--- src/rtl/ahb_gpio_param.sv ---
// AHB-Lite GPIO slave with per-pin direction, input synchroniser and
// edge-detect interrupts (write-1-to-clear status).
module ahb_gpio_param #(
    parameter int WIDTH       = 16,
    parameter int SYNC_STAGES = 2
) (
    input  logic             HCLK,
    input  logic             HRESET,
    input  logic             HSEL,
    input  logic [31:0]      HADDR,
    input  logic [1:0]       HTRANS,
    input  logic             HWRITE,
    input  logic [31:0]      HWDATA,
    input  logic             HREADY,
    output logic [31:0]      HRDATA,
    output logic             HREADYOUT,
    input  logic [WIDTH-1:0] GPIOIN,
    output logic [WIDTH-1:0] GPIOOUT,
    output logic [WIDTH-1:0] GPIOOE,
    output logic             GPIOIRQ
);

    localparam logic [2:0] A_DOUT = 3'd0;
    localparam logic [2:0] A_DIR  = 3'd1;
    localparam logic [2:0] A_DIN  = 3'd2;
    localparam logic [2:0] A_IEN  = 3'd3;
    localparam logic [2:0] A_STAT = 3'd4;
    localparam logic [2:0] A_ESEL = 3'd5;

    logic             dp_valid;
    logic             dp_write;
    logic [2:0]       dp_addr;
    logic [WIDTH-1:0] data_out;
    logic [WIDTH-1:0] dir;
    logic [WIDTH-1:0] irq_en;
    logic [WIDTH-1:0] irq_status;
    logic [WIDTH-1:0] edge_sel;
    logic [WIDTH-1:0] sync_q [SYNC_STAGES];
    logic [WIDTH-1:0] s;
    logic [WIDTH-1:0] p;
    logic [WIDTH-1:0] wdata;
    logic [WIDTH-1:0] edge_hit;
    logic [WIDTH-1:0] w1c;
    logic             wr;
    logic             unused;

    assign s     = sync_q[SYNC_STAGES-1];
    assign wdata = HWDATA[WIDTH-1:0];
    assign wr    = dp_valid & dp_write;

    assign edge_hit = ~dir & ((~edge_sel & s & ~p) | (edge_sel & ~s & p));
    assign w1c      = (wr && dp_addr == A_STAT) ? wdata : '0;

    always_ff @(posedge HCLK or posedge HRESET) begin
        if (HRESET) begin
            dp_valid <= 1'b0;
            dp_write <= 1'b0;
            dp_addr  <= 3'd0;
        end else begin
            dp_valid <= HSEL & HREADY & HTRANS[1];
            if (HSEL & HREADY & HTRANS[1]) begin
                dp_addr  <= HADDR[4:2];
                dp_write <= HWRITE;
            end
        end
    end

    always_ff @(posedge HCLK or posedge HRESET) begin
        if (HRESET) begin
            for (int i = 0; i < SYNC_STAGES; i++) sync_q[i] <= '0;
            p <= '0;
        end else begin
            sync_q[0] <= GPIOIN;
            for (int i = 1; i < SYNC_STAGES; i++) sync_q[i] <= sync_q[i-1];
            p <= s;
        end
    end

    always_ff @(posedge HCLK or posedge HRESET) begin
        if (HRESET) begin
            data_out   <= '0;
            dir        <= '0;
            irq_en     <= '0;
            irq_status <= '0;
            edge_sel   <= '0;
        end else begin
            // a fresh edge overrides a same-cycle clear of that bit
            irq_status <= (irq_status & ~w1c) | edge_hit;
            if (wr) begin
                case (dp_addr)
                    A_DOUT:  data_out <= wdata;
                    A_DIR:   dir      <= wdata;
                    A_IEN:   irq_en   <= wdata;
                    A_ESEL:  edge_sel <= wdata;
                    default: ;
                endcase
            end
        end
    end

    always_comb begin
        HRDATA = '0;
        case (dp_addr)
            A_DOUT:  HRDATA[WIDTH-1:0] = data_out;
            A_DIR:   HRDATA[WIDTH-1:0] = dir;
            A_DIN:   HRDATA[WIDTH-1:0] = s;
            A_IEN:   HRDATA[WIDTH-1:0] = irq_en;
            A_STAT:  HRDATA[WIDTH-1:0] = irq_status;
            A_ESEL:  HRDATA[WIDTH-1:0] = edge_sel;
            default: HRDATA = '0;
        endcase
    end

    assign HREADYOUT = 1'b1;
    assign GPIOOUT   = data_out;
    assign GPIOOE    = dir;
    assign GPIOIRQ   = |(irq_status & irq_en);
    assign unused    = ^{HADDR, HTRANS[0], HWDATA};

endmodule

--- config.mk ---
export PLATFORM = sky130hd
export DESIGN_NAME = ahb_gpio_param
export DESIGN_NICKNAME = d
export VERILOG_FILES = /design/src/rtl/ahb_gpio_param.sv
export SDC_FILE = /design/constraint.sdc
export NUM_CORES = 1
export LEC_CHECK = 0
export ABC_CLOCK_PERIOD_IN_PS = 4200
export CAP_MARGIN = 20
export CORE_ASPECT_RATIO = 0.7
export CORE_UTILIZATION = 44
export DETAILED_ROUTE_END_ITERATION = 16
export HOLD_SLACK_MARGIN = 0.08
export PLACE_DENSITY_LB_ADDON = 0.12
export SKIP_CTS_REPAIR_TIMING = 1
export SYNTH_ARGS = -nofsm -noshare
export SYNTH_HDL_FRONTEND = slang
export SYNTH_SLANG_ARGS = --single-unit
--- constraint.sdc ---
create_clock -name HCLK -period 4.2 [get_ports HCLK]
set_input_delay 0.42 -clock HCLK [delete_from_list [all_inputs] [get_ports HCLK]]
set_output_delay 0.42 -clock HCLK [all_outputs]
set_load 0.01 [all_outputs]
; ---- Word level (Yosys, flattened, before mapping)
; Cells that the tools add are included.
[op_classes]
eq_ne = 5
bitwise = 17
reduce_logical = 7
mux = 2
[ops]
columns = operator, n
row1 = $and A16 B16 Y16, 7
row2 = $pmux W16 S6, 1
row3 = $not A16 Y16, 5
row4 = $or A16 B16 Y16, 2
row5 = $mux W16, 1
row6 = $reduce_or A16 Y1, 1
row7 = $reduce_and A2 Y1, 4
row8 = $eq A3 B2 Y1 const B, 2
row9 = $eq A3 B3 Y1 const B, 2
row10 = $and A1 B1 Y1, 3
row11 = $eq A3 B1 Y1 const B, 1
row12 = $logic_not A3 Y1, 1
row13 = $logic_and A1 B1 Y1, 1
[totals]
wordCells = 42
out_inout_bits = 66
reg_bits = 133
input_bits = 87

; ---- Depth between registers and ports, before layout
[depth]
word_depth = 6
mapped_depth = 6
depth_no_buf = 3

; ---- Least setup slack after synthesis
; OpenSTA, ideal clock, no wires.
[synth_path]
path_type = register -> output
start = register dp_addr[2]
end = output port HRDATA[3]
setup_slack_ns = 2.449
t_arrival_ns = 1.331
stages_incl_launch_ff = 6
required_time_ns = 3.780
cell_sequence = dfrtp_1 -> buf_4 -> buf_4 -> mux2_2 -> a22oi_1 -> o211ai_1
[synth_via]
elab_chain_len = 2
[synth_rtl]
columns = item, line
row1 = from (decl), 32  ; logic [2:0] dp_addr;
row2 = from (signal assigned), 62  ; dp_addr <= HADDR[4:2];
row3 = "$eq A3 B3 Y1, or another cell as far along", 103  ; case (dp_addr)
row4 = $pmux W16 S6 (*), 103
row5 = to (decl), 15  ; output logic [31:0] HRDATA,
; Mark *: on every way between the ends. The rest lies on a longest branch, timed or not.

; ---- Worst setup path in the final report
[layout_path]
start = register dp_addr[2]
end = output port HRDATA[15]
; The elaborated chain is that of the path after synthesis.

==> flow_metrics.tcl <==
set metrics [dict create \
    status "complete, no violations" \
    drt_iter0_drc 211 \
    p_switching_mw 1.173 \
    hold_path.class "flop to flop" \
    overflow 0 \
    path_clk_slew_ps 60 \
    dp_hpwl_microns 8815 \
    cp_cell_sequence "buf_4 > mux2_2 > a22oi_1 > o211ai_1 > clkdlybuf4s50_1" \
    place_congestion 0.7703 \
    tns_ps 0 \
    critPathMaxFanout 43 \
    dr.pass1.iters 4 \
    setup_violations 0 \
    design_area_sq_um 7415 \
    clk-insertion-delay-late_ps 410 \
    multi_input_area_sq_um 2248 \
    final_layout_size_suffix_gt1_frac 0.2140 \
    yosys-top-cells-area "dfrtp_1 57%, mux2_2 12%, mux2i_1 3.2%" \
    clock_path_buffers 2 \
    seq_area_sq_um 3329 \
    grt_pass1_vias 3997 \
    die_w_microns 139.9 \
    finalNetCount 631 \
    start_kind "flop" \
    die_h_microns 98.51 \
    ys.flop_type "dfrtp_1" \
    ys_async_sr_fraction 1.000 \
    whs_path_depth 0 \
    p_clk_frac 0.347 \
    drt-total-wl_microns 13370 \
    rsz0062_at_grt "false" \
    cts_tree "built" \
    synthTopCellsByCount "133 x dfrtp_1, 63 x mux2_2, 23 x buf_4, 23 x nor2b_1, 20 x inv_1" \
    vias 3893 \
    yosys.area.top_type "dfrtp_1" \
    drc 0 \
    yosysSeqAreaShare 0.5685 \
    slew_violations 0 \
    ios 153 \
    crit_required_ps 3780 \
    p_seq_frac 0.410 \
    io_buffers 89 \
    syn_to_final_growth_pct 26.65 \
    rr_worst_depth 3 \
    cpPeakStageDelay_ps 970 \
    finish.utilization 0.5849 \
    internal-power_mw 3.003 \
    core-area_sq_um 12680 \
    max-vdd-ir-drop_mv 0.2788 \
    cts_buffers 17 \
    critical_path.top_delay_family "flip-flops" \
    clock.fmax_ghz 0.3010 \
    ant_nets 0 \
    cpMaxStageDelayCell "dfrtp_2" \
    reg2reg_slack_ps 1830 \
    vias_per_cell 5.422 \
    antenna_found_initial 0 \
    cap_violations 0 \
    cellPowerDensity_nw_per_um2 563.2 \
    synth_edf_count 0 \
    fillerInstances 1027 \
    path_class "flop to output pin" \
    whs_endpoint "s[0]" \
    synth_top_area_share 0.5685 \
    grt_max_degree 70 \
    numClockSinks 133 \
    synth_area_sq_um 5854 \
    routedWlPerCell_microns 18.62 \
    path_buf_inv 2 \
    hold_viol 0 \
    worstMarginPinSlew_ps 936.7 \
    place_area_sq_um 6837 \
    die_area_sq_um 13780 \
    reg2reg_from "dp_addr[1]" \
    insertedDiodeCount 0 \
    grt_first_pass_wirelength_microns 21800 \
    switching_share 0.2809 \
    synthCells 450 \
    grt_use_total 0.2082 \
    hp-start "sync_q[16]" \
    leakage_nw 3.208 \
    fin_crit_ps 3323 \
    yosysMostFrequentCell "dfrtp_1" \
    period_share 0.7911 \
    endpoint_kind "output pin" \
    worst_r2r_endpoint "GPIOOUT[6]" \
    combPwrFrac 0.243 \
    cts_max_level 4 \
    synth_seq_cells 133 \
    critPathArrivalTime_ps 2900 \
    fin_skew_ps 10.66 \
    synth_warnings 0 \
    clock-root-buffer "clkbuf_16" \
    yosysUniqueCellTypes 42 \
    start_util 0.4618 \
    relSlewSlack 0.3755 \
    rows 34 \
    syn-mean-instance-area_sq_um 13.01 \
]
## flip-flops by register name, summed over array words and instances, names as in the netlist
| name | count |
|---|---|
| dp_valid | 1 |
| dp_addr | 3 |
| dp_write | 1 |
| p | 16 |
| irq_en | 16 |
| sync_q | 16 |
| edge_sel | 16 |
| GPIOOUT | 16 |
| s | 16 |
| irq_status | 16 |
| GPIOOE | 16 |
## worst register-to-register path: stages (launching register included)
cell and delay (ps):
dfrtp_1 540, or2_1 620, nor2_4 690, mux2_2 410
## power groups by stage
stage,logic [mW],clock network [mW],registers [mW]
after global routing,1.09,1.53,1.75
after global placement,0.999,0,1.72
after floorplan,0.558,0,1.69
after detailed placement,1.02,0,1.73
final,1.02,1.45,1.71
after CTS,1.02,1.47,1.71
## cell type report
type / count / share of cell area
sequential: 133 / 0.4490
multi-input combinational: 273 / 0.3032
timing repair buffer: 99 / 0.1320
clock buffer: 23 / 0.06446
tap: 162 / 0.02734
clock inverter: 8 / 0.01350
inverter: 20 / 0.01046
## how the worst max path moves through the flow
stage,to,slack [ps],startpoint,cells after the start
2_1_floorplan,GPIOOE[0],230,HRESET,1
3_3_place_gp,HRDATA[6],1320,dp_addr[2],5
3_5_place_dp,HRDATA[15],1320,dp_addr[2],5
4_1_cts,HRDATA[15],860,dp_addr[2],5
5_1_grt,HRDATA[0],730,dp_addr[1],4
6_report,HRDATA[15],880,dp_addr[2],5
## cells in the final DEF (no fill, tap or decap), types with 11 or more instances in the layout
cell type        Yosys  layout
dfrtp_1            133     132
clkdlybuf4s50_1      0      89
mux2_2              63      63
nor2b_1             23      23
inv_1               20      19
mux2i_1             19      19
conb_1               2      17
clkbuf_16            0      17
a21oi_1             16      16
o31ai_1             16      16
o21ai_0             15      15
nor3b_1             14      14
a22oi_1             11      11
## per-layer routing
| metal | track usage | wire length, microns | up-vias |
|---|---|---|---|
| met5 | 0 | 0 | - |
| met4 | 0.06678 | 163 | 0 |
| met3 | 0.05151 | 586 | 17 |
| met2 | 0.3092 | 6013 | 107 |
| met1 | 0.2994 | 6603 | 1976 |
| li1 | - | - | 1793 |
## through the flow
step / setup slack, ps / hold slack [ps] / instances / total power [mW]
floorplan: 225.6 / 331.2 / 465 / 2.246
global placement: 1321 / 333.2 / 687 / 2.721
detailed placement: 1321 / 334.7 / 687 / 2.746
CTS: 863.0 / 346.9 / 718 / 4.202
global route: 725.2 / 348.1 / 718 / 4.368
finish: 877.2 / 345.3 / 718 / 4.176
## cells by family after synthesis
group,synth area share
DFF,0.5685
AOI/OAI and AO/OA,0.1139
muxes,0.1812
and+or+nand+nor,0.07801
buffers and inverters,0.05706
other,0.001283
No activity file was read; power rests on OpenSTA's default activity.
